**config.mk**
```make
export PLATFORM = sky130hd
export DESIGN_NAME = ll_physics
export DESIGN_NICKNAME = d
export VERILOG_FILES = /design/src/rtl/ll_physics.sv
export SDC_FILE = /design/constraint.sdc
export NUM_CORES = 1
export LEC_CHECK = 0
export ABC_CLOCK_PERIOD_IN_PS = 13500
export BUFFER_PORTS_ARGS = -buffer_cell sky130_fd_sc_hd__buf_4
export CORE_MARGIN = 2
export CORE_UTILIZATION = 60
export CTS_CLUSTER_SIZE = 12
export DETAILED_ROUTE_END_ITERATION = 16
export HOLD_SLACK_MARGIN = 0.12
export PLACE_DENSITY = 0.8
export SYNTH_ARGS = -nofsm -noshare
export SYNTH_HDL_FRONTEND = slang
export SYNTH_SLANG_ARGS = --single-unit
```
**constraint.sdc**
```tcl
create_clock -name clk -period 13.5 [get_ports clk]
set_clock_uncertainty 0.05 [all_clocks]
set_input_delay 0.675 -clock clk [delete_from_list [all_inputs] [get_ports clk]]
set_output_delay 0.675 -clock clk [all_outputs]
set_load 0.01 [all_outputs]
```
**src/rtl/ll_physics.sv**
```systemverilog
// Lunar-lander physics step: one tick runs a 5-cycle sequence that updates altitude,
// velocity and fuel (4-digit BCD, 10's complement) through one shared BCD adder.

module bcdaddsub4 (
    input  logic [15:0] a,
    input  logic [15:0] b,
    input  logic        sub,
    output logic [15:0] s
);
    logic [3:0] bd;
    logic [4:0] raw;
    logic       cy;

    // Subtraction is a + 9's complement of b + 1, so the carry-in doubles as the +1.
    always_comb begin
        s   = '0;
        cy  = sub;
        bd  = '0;
        raw = '0;
        for (int i = 0; i < 4; i++) begin
            bd  = sub ? (4'd9 - b[4*i +: 4]) : b[4*i +: 4];
            raw = {1'b0, a[4*i +: 4]} + {1'b0, bd} + {4'd0, cy};
            if (raw > 5'd9) begin
                s[4*i +: 4] = raw[3:0] + 4'd6;
                cy          = 1'b1;
            end else begin
                s[4*i +: 4] = raw[3:0];
                cy          = 1'b0;
            end
        end
    end
endmodule

module ll_physics #(
    parameter logic [15:0] ALT_INIT  = 16'h4500,
    parameter logic [15:0] VEL_INIT  = 16'h0000,
    parameter logic [15:0] FUEL_INIT = 16'h0800,
    parameter logic [15:0] GRAVITY   = 16'h0005
) (
    input  logic        clk,
    input  logic        rst,
    input  logic        tick,
    input  logic        wen,
    input  logic [3:0]  thrust,
    output logic [15:0] alt,
    output logic [15:0] vel,
    output logic [15:0] fuel,
    output logic        busy,
    output logic        done,
    output logic        overrun
);
    typedef enum logic [2:0] {IDLE, ALT, VEL1, VEL2, FUEL, COMMIT} state_t;

    state_t      state, state_nx;
    logic [3:0]  thr_q;
    logic [15:0] wa, wv, wf;
    logic [15:0] an_q, vn_q, fn_q;
    logic [15:0] t_eff;
    logic [15:0] op_a, op_b, sum;
    logic        op_sub;

    assign busy = (state != IDLE);

    // Thrust is capped by remaining fuel, so fuel can never go negative.
    assign t_eff = (wf < {12'd0, thr_q}) ? wf : {12'd0, thr_q};

    always_comb begin
        op_a   = '0;
        op_b   = '0;
        op_sub = 1'b0;
        case (state)
            ALT:     begin op_a = wa;   op_b = wv;      end
            VEL1:    begin op_a = wv;   op_b = t_eff;   end
            VEL2:    begin op_a = vn_q; op_b = GRAVITY; op_sub = 1'b1; end
            FUEL:    begin op_a = wf;   op_b = t_eff;   op_sub = 1'b1; end
            default: ;
        endcase
    end

    bcdaddsub4 u_add (.a(op_a), .b(op_b), .sub(op_sub), .s(sum));

    always_comb begin
        state_nx = state;
        case (state)
            IDLE:    if (tick) state_nx = ALT;
            ALT:     state_nx = VEL1;
            VEL1:    state_nx = VEL2;
            VEL2:    state_nx = FUEL;
            FUEL:    state_nx = COMMIT;
            COMMIT:  state_nx = IDLE;
            default: state_nx = IDLE;
        endcase
    end

    always_ff @(posedge clk or negedge rst) begin
        if (!rst) state <= IDLE;
        else      state <= state_nx;
    end

    always_ff @(posedge clk or negedge rst) begin
        if (!rst) begin
            thr_q   <= '0;
            wa      <= '0;
            wv      <= '0;
            wf      <= '0;
            an_q    <= '0;
            vn_q    <= '0;
            fn_q    <= '0;
            alt     <= ALT_INIT;
            vel     <= VEL_INIT;
            fuel    <= FUEL_INIT;
            done    <= 1'b0;
            overrun <= 1'b0;
        end else begin
            done <= (state == COMMIT);
            if (tick && state != IDLE) overrun <= 1'b1;
            case (state)
                IDLE: if (tick) begin
                    thr_q <= thrust;
                    wa    <= alt;
                    wv    <= vel;
                    wf    <= fuel;
                end
                ALT:  an_q <= (sum[15:12] >= 4'd5) ? 16'h0000 : sum;
                VEL1: vn_q <= sum;
                VEL2: vn_q <= sum;
                FUEL: fn_q <= sum;
                COMMIT: if (wen) begin
                    alt  <= an_q;
                    vel  <= vn_q;
                    fuel <= fn_q;
                end
                default: ;
            endcase
        end
    end
endmodule

```
==> metrics <==
status completed; gr usage total 27.4%; critical path capture point type register; drt drc 0; Initial Util 61.3%; critical path arrival approximately 12 ns; clock sink count 153; syn nets 661; placed cells 796; warnings from Yosys 0; vias in the first global route 5102; period utilization 89.9%; Die X 115 um; critical path fanouts, max 17; Critical Path RT 13.75 ns; share of cells above drive strength 1 31.1%; Max-Cap Viols 0; fin cells 828; Async SR Flop Fraction 100%; Post-DRT Antenna Nets 0; CTS tree done; R2R Setup Slk 1.37 ns; setup TNS 0 ns; Cell Rows 40; DP Wirelength 11.9 mm; Post-synth EDFFs 0; synth unique cells 54; CTS-repair resized insts 0; slowest CP cell a32oi_1; multi-input logic area between 0.003 and 0.004 mm2; routed wire length 17.0 mm; Final Net Count 709; global-route wire length before repair around 27 mm; Vias 5067; Root Buffer clkbuf_16; Min-Delay Path Class in2async; P&R area growth vs syn 16.1%; post-layout min period 12.13 ns; clock-pin slew on the worst setup and hold paths 0.07 ns; Core Area 0.0120 mm2; Seq cells post-synth around 150; Ant. Diodes 0; total CTS buffers 17; worst skew pair latency 0.43 ns; total gr overflow 0; Max Fclk 0.0824 GHz; Avg Cell Area, Syn 11.9 um2; worst slew pin tran 1.20 ns; Worst R2R Path Depth 44; largest net degree at the start of global routing 90; Die H 115 um; Initial DRC Count 310; CP startpoint kind register; # H-tree levels 4; Hold-fix buffers, CTS 0; Final Max Tran Viols 0; Ports 59; reg2reg start wf[3]; r2r endpoint an_q[3]; wire per inst 20.5 um; Most used DFF post-synth dfrtp_1; crit path launch wf[3]; Crit Path Category reg2reg; routability cong. 0.936; Mapped Cells 620; Via-to-Cell Ratio 6.12; initial antenna violation count 0; Final Setup Violations 0; IO Port Bufs 58; Fillers 853; Crit path top cell by count ha_1; final hold vios 0; RSZ-0062 raised after global routing false; setup bufs post-CTS 0; full die area 0.0132 mm2; sequential fraction of the synthesis area 52.0%; FF/Latch Area 0.00383 mm2; TritonRoute pass-1 iters 5; clock buffer depth 2; max_slew headroom 20.3%; CP max stage delay 0.97 ns; Cell Area, Synth about 0.0074 mm2
==> worst max-delay path, delay by kind of cell, from the launching register on <==
family          cells  cell delay (ns)
buf+inv             6             0.57
simple gates        6             0.90
flops               1             0.42
mux                 2             0.78
compound gates     14             4.17
xor+xnor            3             1.05
fa+ha+maj          13             4.07
==> flip-flops by register name (all words and copies together), names as in the netlist <==
| register | flops |
|---|---|
| vel | 16 |
| state | 3 |
| wa | 16 |
| overrun | 1 |
| wf | 16 |
| thr_q | 4 |
| alt | 16 |
| fn_q | 16 |
| fuel | 16 |
| vn_q | 16 |
| done | 1 |
| wv | 16 |
| an_q | 16 |
==> Yosys cell counts (all sizes together), types with 5 or more instances <==
cell	number	area [um2]
a21o	8	60.1
a21oi	15	86.3
a221o	11	110
a221oi	6	52.6
a22o	18	158
and2	5	36.3
buf	8	41.3
clkbuf	26	97.6
dfrtp	149	3730
fa	7	140
ha	26	325
inv	19	71.3
mux2	102	1150
mux2i	5	50.1
nand2	67	251
nand2b	5	31.3
nor2	20	75.1
nor2b	6	37.5
o21ai	51	259
or3	5	36.3
xnor2	11	96.3
==> placed cells by master, fill, tap and decap left out, types with 4 or more instances in the layout <==
cell       netlist  layout
a211oi_1         4       4
a21oi_1         14      14
or3_1            4       4
o31ai_1          4       4
o21ai_0         49      49
nor2_1          20      18
nand2b_1         5       5
inv_1           19      19
nand2_1         67      66
buf_4            3      62
mux2i_1          5       5
a22o_1          18      18
clkbuf_16        0      17
a21o_1           8       8
a22oi_1          4       4
a31oi_1          4       4
fa_1             7       7
dfrtp_1        149     149
nor2b_1          6       6
ha_1            26      26
dfstp_2          4       4
a221oi_1         6       6
xnor2_1         11      11
bufinv_16        0       5
mux2_2         101     101
a221o_1         11      11
==> metrics by stage <==
| step | hold WS (ns) | utilization (%) | area [um2] | setup WS (ns) |
|---|---|---|---|---|
| 6_report | 0.173 | 71.2 | 8550 | 1.37 |
| 5_1_grt | 0.216 | 71.2 | 8550 | 0.437 |
| 4_1_cts | 0.190 | 71.2 | 8550 | 1.46 |
| 3_5_place_dp | 0.394 | 65.8 | 7900 | 1.57 |
| 3_3_place_gp | 0.389 | 65.8 | 7900 | 2.09 |
| 2_1_floorplan | 0.329 | - | 7370 | 3.29 |
==> worst max path at each step <==
stage          slack (ns)  depth (start not counted)  endpoint
2_1_floorplan        3.29                         44   an_q[3]
3_3_place_gp         2.09                         44   an_q[3]
3_5_place_dp         1.57                         45   an_q[3]
4_1_cts              1.46                         45   an_q[3]
5_1_grt              0.44                         45   an_q[3]
6_report             1.37                         44   an_q[3]
==> routing by layer <==
metal / track usage (%) / up-vias / share of wire [%] / wire length, um
met4: 9.08 / 0 / 1.6 / 276
met2: 41.8 / 152 / 47 / 7900
met3: 5.75 / 23 / 5.7 / 975
met5: 0 / - / 0 / 0
met1: 39.8 / 2555 / 46 / 7830
li1: - / 2337 / - / -
==> kinds of logic (layout without fill, tap and decap cells) <==
family / count (synthesis) / count (layout) / share of synthesized area (%)
buffers and inverters: 53 / 114 / 2.85
adder cells (fa/ha/maj): 33 / 33 / 6.32
XOR/XNOR: 13 / 13 / 1.55
flip-flops: 153 / 153 / 52.0
AO/OA/AOI/OAI: 136 / 136 / 12.8
multiplexers: 107 / 107 / 16.3
AND/OR/NAND/NOR: 125 / 125 / 8.18
==> layout make-up <==
cell class / instances / area share, %
Sequential cell: 153 / 44.8
Multi-Input combinational cell: 414 / 39.0
Timing Repair Buffer: 63 / 5.57
Clock buffer: 20 / 5.11
Clock inverter: 12 / 2.49
Tap cell: 147 / 2.15
Inverter: 19 / 0.834
Power is left out: the tool's default activity adds up to more than one toggle a clock period on the data nets, which glitch-free logic cannot reach.
